## src/rtl/rgb_led_pkg.sv

```systemverilog
// Shared encodings for the RGB LED PWM controller: per-LED modes and register offsets.
// Latency: n/a (constants and a pure helper function only).
// Backpressure: n/a.
package rgb_led_pkg;

    // Per-LED operating modes, taken from wr_data[1:0] on a mode-register write
    localparam logic [1:0] MODE_OFF     = 2'd0;
    localparam logic [1:0] MODE_STATIC  = 2'd1;
    localparam logic [1:0] MODE_BLINK   = 2'd2;
    localparam logic [1:0] MODE_BREATHE = 2'd3;

    // Register offsets within one LED's 4-entry address window
    localparam logic [1:0] REG_R    = 2'd0;
    localparam logic [1:0] REG_G    = 2'd1;
    localparam logic [1:0] REG_B    = 2'd2;
    localparam logic [1:0] REG_MODE = 2'd3;

    // Duty channel index (0=R, 1=G, 2=B) to its register offset
    function automatic logic [1:0] chan_reg(input int chan);
        logic [1:0] r;
        r = REG_B;
        if (chan == 0) r = REG_R;
        else if (chan == 1) r = REG_G;
        return r;
    endfunction

endpackage

```

## src/rtl/rgb_led_timebase.sv

```systemverilog
// Shared timebase: prescaler, PWM counter, period strobe, blink phase and breathe level.
// Latency: period_stb is decoded combinationally from the counters; all state steps on ck.
// Backpressure: none, free-running from reset release.
module rgb_led_timebase #(
    parameter int PWM_BITS      = 8,
    parameter int PRESCALE      = 98,
    parameter int BLINK_PERIODS = 250
) (
    input  logic                ck,
    input  logic                rst_n,
    output logic [PWM_BITS-1:0] pwm_cnt,
    output logic                period_stb,
    output logic                blink_on,
    output logic [PWM_BITS-1:0] level
);

    localparam int PS_W = (PRESCALE > 1) ? $clog2(PRESCALE) : 1;
    localparam int BL_W = (BLINK_PERIODS > 1) ? $clog2(BLINK_PERIODS) : 1;
    localparam logic [PS_W-1:0]     PS_LAST  = PS_W'(PRESCALE - 1);
    localparam logic [BL_W-1:0]     BL_LAST  = BL_W'(BLINK_PERIODS - 1);
    localparam logic [PWM_BITS-1:0] PWM_MAX  = {PWM_BITS{1'b1}};

    logic [PS_W-1:0]     presc_q, presc_d;
    logic [PWM_BITS-1:0] pwm_cnt_q, pwm_cnt_d;
    logic [BL_W-1:0]     blink_cnt_q, blink_cnt_d;
    logic                blink_on_q, blink_on_d;
    logic [PWM_BITS-1:0] level_q, level_d;
    logic                dir_up_q, dir_up_d;
    logic                step;
    logic                stb;

    // Next-state for prescaler, PWM counter, blink phase and breathe ramp
    always_comb begin
        step        = (presc_q == PS_LAST);
        presc_d     = step ? '0 : presc_q + PS_W'(1);
        pwm_cnt_d   = step ? pwm_cnt_q + PWM_BITS'(1) : pwm_cnt_q;
        stb         = step && (pwm_cnt_q == PWM_MAX);
        blink_cnt_d = blink_cnt_q;
        blink_on_d  = blink_on_q;
        level_d     = level_q;
        dir_up_d    = dir_up_q;
        if (stb) begin
            if (blink_cnt_q == BL_LAST) begin
                blink_cnt_d = '0;
                blink_on_d  = ~blink_on_q;
            end else begin
                blink_cnt_d = blink_cnt_q + BL_W'(1);
            end
            // Turning around at an endpoint steps away immediately, so each
            // endpoint level is seen for exactly one period
            if (dir_up_q) begin
                if (level_q == PWM_MAX) begin
                    dir_up_d = 1'b0;
                    level_d  = level_q - PWM_BITS'(1);
                end else begin
                    level_d  = level_q + PWM_BITS'(1);
                end
            end else begin
                if (level_q == '0) begin
                    dir_up_d = 1'b1;
                    level_d  = level_q + PWM_BITS'(1);
                end else begin
                    level_d  = level_q - PWM_BITS'(1);
                end
            end
        end
    end

    // Timebase state registers
    always_ff @(posedge ck or negedge rst_n) begin
        if (!rst_n) begin
            presc_q     <= '0;
            pwm_cnt_q   <= '0;
            blink_cnt_q <= '0;
            blink_on_q  <= 1'b1;
            level_q     <= '0;
            dir_up_q    <= 1'b1;
        end else begin
            presc_q     <= presc_d;
            pwm_cnt_q   <= pwm_cnt_d;
            blink_cnt_q <= blink_cnt_d;
            blink_on_q  <= blink_on_d;
            level_q     <= level_d;
            dir_up_q    <= dir_up_d;
        end
    end

    assign pwm_cnt    = pwm_cnt_q;
    assign period_stb = stb;
    assign blink_on   = blink_on_q;
    assign level      = level_q;

endmodule

```

## src/rtl/rgb_led_pwm_ctrl.sv

```systemverilog
// Multi-LED RGB PWM driver with shadowed duty/mode registers and blink/breathe effects.
// Latency: led_rgb is registered one ck after the pwm_cnt compare; writes go live at period end.
// Backpressure: none, one register write accepted every cycle.
module rgb_led_pwm_ctrl
    import rgb_led_pkg::*;
#(
    parameter int NUM_LEDS      = 4,
    parameter int PWM_BITS      = 8,
    parameter int PRESCALE      = 98,
    parameter int BLINK_PERIODS = 250,
    parameter int ACTIVE_LOW    = 0
) (
    input  logic                  ck,
    input  logic                  rst_n,
    input  logic                  wr_en,
    input  logic [4:0]            wr_addr,
    input  logic [PWM_BITS-1:0]   wr_data,
    output logic [3*NUM_LEDS-1:0] led_rgb,
    output logic                  period_stb
);

    localparam int   NUM_CH = 3 * NUM_LEDS;
    localparam int   PW2    = 2 * PWM_BITS;
    localparam logic INACT  = (ACTIVE_LOW != 0);

    logic [PWM_BITS-1:0] pwm_cnt;
    logic                stb;
    logic                blink_on;
    logic [PWM_BITS-1:0] level;

    // Duty registers are flattened as index led*3 + chan (chan 0=R, 1=G, 2=B)
    logic [PWM_BITS-1:0] sh_duty_q  [NUM_CH];
    logic [PWM_BITS-1:0] sh_duty_d  [NUM_CH];
    logic [PWM_BITS-1:0] act_duty_q [NUM_CH];
    logic [PWM_BITS-1:0] act_duty_d [NUM_CH];
    logic [1:0]          sh_mode_q  [NUM_LEDS];
    logic [1:0]          sh_mode_d  [NUM_LEDS];
    logic [1:0]          act_mode_q [NUM_LEDS];
    logic [1:0]          act_mode_d [NUM_LEDS];

    logic [PW2-1:0]      prod       [NUM_CH];
    logic [PWM_BITS-1:0] eff_duty   [NUM_CH];
    logic [NUM_CH-1:0]   led_rgb_q, led_rgb_d;

    logic                wr_hit;
    logic [2:0]          wr_led;
    logic [1:0]          wr_reg;

    rgb_led_timebase #(
        .PWM_BITS      (PWM_BITS),
        .PRESCALE      (PRESCALE),
        .BLINK_PERIODS (BLINK_PERIODS)
    ) u_timebase (
        .ck         (ck),
        .rst_n      (rst_n),
        .pwm_cnt    (pwm_cnt),
        .period_stb (stb),
        .blink_on   (blink_on),
        .level      (level)
    );

    // Register writes into shadows; shadows (including a same-cycle write) go live on period_stb
    always_comb begin
        wr_hit = wr_en && (32'(wr_addr) < 32'(4 * NUM_LEDS));
        wr_led = wr_addr[4:2];
        wr_reg = wr_addr[1:0];
        for (int l = 0; l < NUM_LEDS; l++) begin
            for (int c = 0; c < 3; c++) begin
                sh_duty_d[l*3+c] = sh_duty_q[l*3+c];
                if (wr_hit && (wr_led == 3'(l)) && (wr_reg == chan_reg(c))) begin
                    sh_duty_d[l*3+c] = wr_data;
                end
                act_duty_d[l*3+c] = stb ? sh_duty_d[l*3+c] : act_duty_q[l*3+c];
            end
            sh_mode_d[l] = sh_mode_q[l];
            if (wr_hit && (wr_led == 3'(l)) && (wr_reg == REG_MODE)) begin
                sh_mode_d[l] = wr_data[1:0];
            end
            act_mode_d[l] = stb ? sh_mode_d[l] : act_mode_q[l];
        end
    end

    // Effective duty per channel from mode, then the PWM compare feeding the output flops
    always_comb begin
        for (int l = 0; l < NUM_LEDS; l++) begin
            for (int c = 0; c < 3; c++) begin
                // Full-width product; only the shifted result is truncated
                prod[l*3+c]     = PW2'(act_duty_q[l*3+c]) * PW2'(level);
                eff_duty[l*3+c] = '0;
                case (act_mode_q[l])
                    MODE_STATIC:  eff_duty[l*3+c] = act_duty_q[l*3+c];
                    MODE_BLINK:   eff_duty[l*3+c] = blink_on ? act_duty_q[l*3+c] : '0;
                    MODE_BREATHE: eff_duty[l*3+c] = prod[l*3+c][PW2-1:PWM_BITS];
                    default:      eff_duty[l*3+c] = '0;
                endcase
                led_rgb_d[l*3+2-c] = (pwm_cnt < eff_duty[l*3+c]) ? ~INACT : INACT;
            end
        end
    end

    // Shadow/active register file and registered LED outputs
    always_ff @(posedge ck or negedge rst_n) begin
        if (!rst_n) begin
            for (int i = 0; i < NUM_CH; i++) begin
                sh_duty_q[i]  <= '0;
                act_duty_q[i] <= '0;
            end
            for (int l = 0; l < NUM_LEDS; l++) begin
                sh_mode_q[l]  <= MODE_OFF;
                act_mode_q[l] <= MODE_OFF;
            end
            led_rgb_q <= {NUM_CH{INACT}};
        end else begin
            for (int i = 0; i < NUM_CH; i++) begin
                sh_duty_q[i]  <= sh_duty_d[i];
                act_duty_q[i] <= act_duty_d[i];
            end
            for (int l = 0; l < NUM_LEDS; l++) begin
                sh_mode_q[l]  <= sh_mode_d[l];
                act_mode_q[l] <= act_mode_d[l];
            end
            led_rgb_q <= led_rgb_d;
        end
    end

    assign led_rgb    = led_rgb_q;
    assign period_stb = stb;

endmodule

```

## config.mk

```make
export PLATFORM = sky130hd
export DESIGN_NAME = rgb_led_pwm_ctrl
export DESIGN_NICKNAME = d
export VERILOG_FILES = /design/src/rtl/rgb_led_pkg.sv /design/src/rtl/rgb_led_timebase.sv /design/src/rtl/rgb_led_pwm_ctrl.sv
export SDC_FILE = /design/constraint.sdc
export NUM_CORES = 2
export LEC_CHECK = 0
export CORE_ASPECT_RATIO = 0.75
export CORE_MARGIN = 5
export CORE_UTILIZATION = 50
export CTS_CLUSTER_DIAMETER = 200
export DETAILED_ROUTE_END_ITERATION = 12
export DONT_BUFFER_PORTS = 1
export SLEW_MARGIN = 5
export SYNTH_ARGS = -nofsm -noshare
export SYNTH_HDL_FRONTEND = slang
export SYNTH_SLANG_ARGS = --single-unit
```

## constraint.sdc

```tcl
create_clock -name ck -period 13 [get_ports ck]
set_input_delay 2.6 -clock ck [delete_from_list [all_inputs] [get_ports ck]]
set_output_delay 2.6 -clock ck [all_outputs]
set_load 0.05 [all_outputs]
```

==> flow_summary.yaml <==
timing:
  fin_skew_ns: 0.0133
  rsz0062_at_grt: "no"
  tns_ns: 0
  fmax_mhz: 149
  holdWs_ns: 0.486
  final-setup-viol-count: 0
  final-hold-violation-count: 0
  relSlewSlack_pct: 31.7
  slew_viol_final: 0
  period_needed_ns: 6.72
  min_period_over_period_pct: 51.7
  fin_ws_ns: 6.28
  worstMarginPinSlew_ns: 1.02
logic_synthesis:
  syn_avg_cell_area_um2: 9.14
  synth-seq-area-share_pct: 17.7
  ys_async_sr_fraction_pct: 100
  synth_top_cells_by_area: "fa_1, dfrtp_1, ha_1"
  synth-main-ff-cell: "dfrtp_1"
  synth_edf_count: 0
  synth_top_area_share_pct: 23.5
  yosys_warnings: 0
  netlist_instances: 3909
  synth_area_um2: 35700
  yosys.area.top_type: "fa_1"
  synth-seq-cells: 253
  synth_cell_types: 76
  syn-num-nets: 4833
cells_and_area:
  drive_above_1_share_pct: 5.82
  instances_no_fill: 4723
  area_growth_pct: 4.48
  nets: 4678
  antenna_cells: 0
detailed_routing:
  drt_pass1_iterations: 5
  post_drt_wl_per_cell_um: 18.5
  ant_nets: 0
  drtIter0Drc: 1480
  drc_errors: 0
  drt_wl_total_um: 87400
  vias: 25526
  drt-vias-per-instance: 5.40
setup_path:
  path_delay_family: "adder cells"
  cpMaxStageDelayCell: "dfrtp_4"
  cp-startpoint: "u_timebase.level[2]"
  crit_path_end_kind: "flop"
  arrival_ns: 7.23
  cp_num_cells: 22
  path_max_fanout: 53
  crit_type: "reg -> reg"
  endpoint: "led_rgb[11]"
  worst-r2r-setup-slack_ns: 6.28
  cp.required_ns: 13.51
  max_stage_delay_ns: 0.86
  ff2ff_path_depth: 22
  worstPathCellList: "buf_4, nand2_1, fa_1, fa_1, inv_1, fa_1, inv_1, fa_1, inv_1, ha_1, nand4b_1, o31ai_2, or4_4, a41o_4, a21o_1, a211o_1, a32oi_1, ha_1, o21ai_0, a21oi_1, nor2_1, o31a_1"
  r2r_end: "led_rgb[11]"
  crit_top_cell: "fa_1"
  critical_path_buf_inv_count: 4
  worstSetupStartpointType: "flop"
  r2r-start: "u_timebase.level[2]"
die:
  core_area_um2: 70400
  dieArea_um2: 76900
  placementRows: 84
  die_height_um: 241
  pin_count: 29
  die_w_um: 319
  start_util_pct: 50.7
global_route:
  grt_pass1_wl_um: 144000
  overflow: 0
  grt_max_degree: 254
  track_usage_pct: 23.2
  grt_pass1_vias: 25889
  antenna_found_initial: 4
power_and_ir_drop:
  vdd_drop_max_mv: 0.0995
  power.density_nw_per_um2: 48.7
  p_leak_nw: 20.3
cts:
  numCtsBuffers: 30
  htreeDepth: 1
  insertion_delay_ns: 0.58
  clockBufferDepth: 3
  post_cts.repair.setup_buffers: 0
  cts_tree: "done"
  clock_sinks: 253
  cts-root-buf: "clkbuf_16"
  clk_pin_slew_ns: 0.06
  cts_resized: 0
  ctsHoldBuffers: 0
worst_hold_path:
  hold_class: "reg -> reg"
run_status:
  outcome: "finished, final reports clean"
job:
  max_cap_viol_count: 0
place:
  place_ws_ns: 6.33
  place_congestion: 0.797
  portBuffers: 0
  post-place-cells: 4668
  hpwl_um: 59300
==> worst min-delay path by stage <==
stage | from | end | slack [ns] | cells after the start
after detailed placement | sh_duty_q[84] | sh_duty_q[84] | 0.48 | 1
final | u_timebase.blink_cnt_q[7] | u_timebase.blink_cnt_q[7] | 0.49 | 1
after floorplan | u_timebase.blink_cnt_q[7] | u_timebase.blink_cnt_q[7] | 0.45 | 1
after global routing | sh_duty_q[70] | sh_duty_q[70] | 0.50 | 1
after CTS | u_timebase.blink_cnt_q[7] | u_timebase.blink_cnt_q[7] | 0.49 | 1
after global placement | sh_duty_q[62] | sh_duty_q[62] | 0.48 | 1
==> cells by family after synthesis <==
group / after synthesis / synth area share [%]
xor+xnor: 90 / 2.21
compound gates: 405 / 7.68
flops: 253 / 17.7
mux: 109 / 3.43
fa+ha+maj: 908 / 40.6
simple gates: 1371 / 20.1
buf+inv: 773 / 8.20
==> registers in the layout, summed over array words and instances, names as in the netlist, 7 cells and up <==
name                    cells
led_rgb                    12
u_timebase.blink_cnt_q      8
u_timebase.presc_q          7
sh_duty_q                  96
act_duty_q                 96
sh_mode_q                   8
u_timebase.pwm_cnt          8
u_timebase.level            8
act_mode_q                  8
==> where the power goes <==
group | internal [mW] | leakage [nW] | total (mW) | switching, mW
logic | 0.0489 | 17.0 | 0.0841 | 0.0351
registers | 0.849 | 2.83 | 0.862 | 0.0130
clock network | 0.510 | 0.487 | 0.871 | 0.361
total | 1.41 | 20.3 | 1.82 | 0.409
==> through the flow <==
| stage | power [mW] | instance area [um^2] | util [%] |
|---|---|---|---|
| floorplan | 0.947 | 35700 | - |
| global placement | 0.955 | 36300 | 51.6 |
| detailed placement | 0.961 | 36300 | 51.6 |
| CTS | 1.83 | 37300 | 53.0 |
| global route | 1.88 | 37300 | 53.0 |
| finish | 1.82 | 37300 | 53.0 |
==> routing by layer <==
metal | GRT usage (%) | routed length [um] | up-vias
met1 | 34.7 | 42900 | 12771
met4 | 3.66 | 1530 | 0
met2 | 37.1 | 38400 | 492
met5 | 0 | 0 | -
li1 | - | - | 12177
met3 | 3.03 | 4540 | 86
==> layout make-up <==
| class | instances | area (um^2) |
|---|---|---|
| fillers | 6540 | 33100 |
| multi-input cells | 2883 | 26500 |
| flip-flops and latches | 253 | 6360 |
| inverters | 559 | 2100 |
| well taps | 946 | 1180 |
| clock buffers | 42 | 836 |
| repair buffers | 27 | 203 |
| clock inverters | 13 | 171 |
==> synth_stat cells, types with 10 or more instances <==
cell type	instances
a211oi_1	26
xor2_1	31
nor3_1	32
a22oi_1	57
o21a_1	19
inv_1	559
nand2b_1	15
and3_1	12
a31oi_1	18
nand4_1	18
buf_2	13
mux2_2	106
a21o_1	41
nor2_1	62
fa_1	420
clkbuf_1	135
nand3_1	42
o31ai_1	11
buf_1	63
xnor2_1	59
o21ai_0	64
a21oi_1	85
ha_1	488
nor2b_1	10
and2_1	618
dfrtp_1	251
a32oi_1	12
nand2_1	500
==> worst register-to-register path: stages (launching register included) <==
cell,delay (ns)
dfrtp_4,0.86
buf_4,0.66
nand2_1,0.19
fa_1,0.54
fa_1,0.54
inv_1,0.05
fa_1,0.48
inv_1,0.05
fa_1,0.47
inv_1,0.04
ha_1,0.29
nand4b_1,0.12
o31ai_2,0.09
or4_4,0.51
a41o_4,0.29
a21o_1,0.20
a211o_1,0.28
a32oi_1,0.19
ha_1,0.25
o21ai_0,0.26
a21oi_1,0.07
nor2_1,0.10
o31a_1,0.14
==> cell usage in the layout (no fill, tap or decap), types with 6 or more instances in the layout <==
master and instances:
dfrtp_1 243, nand4_1 18, nand3_1 42, and3_1 12, mux2_2 106, o31ai_1 11
and2_1 618, or2_2 7, a22oi_1 57, o21ai_0 63, inv_1 558, xnor2_1 59
a211oi_1 26, and2_2 6, nor3_1 32, nand2b_1 15, nand2_1 500, o21bai_1 6
xor2_1 31, o21a_1 19, a32oi_1 12, a21oi_1 85, clkbuf_1 8, nand4b_1 9
buf_4 27, a21o_1 41, dfrtp_4 6, fa_1 420, nor2b_1 10, a211o_1 7
a31oi_1 18, a221oi_1 6, nor2_1 62, clkbuf_16 30, or3_1 9, ha_1 488
Power figures use the tool's default switching activity.
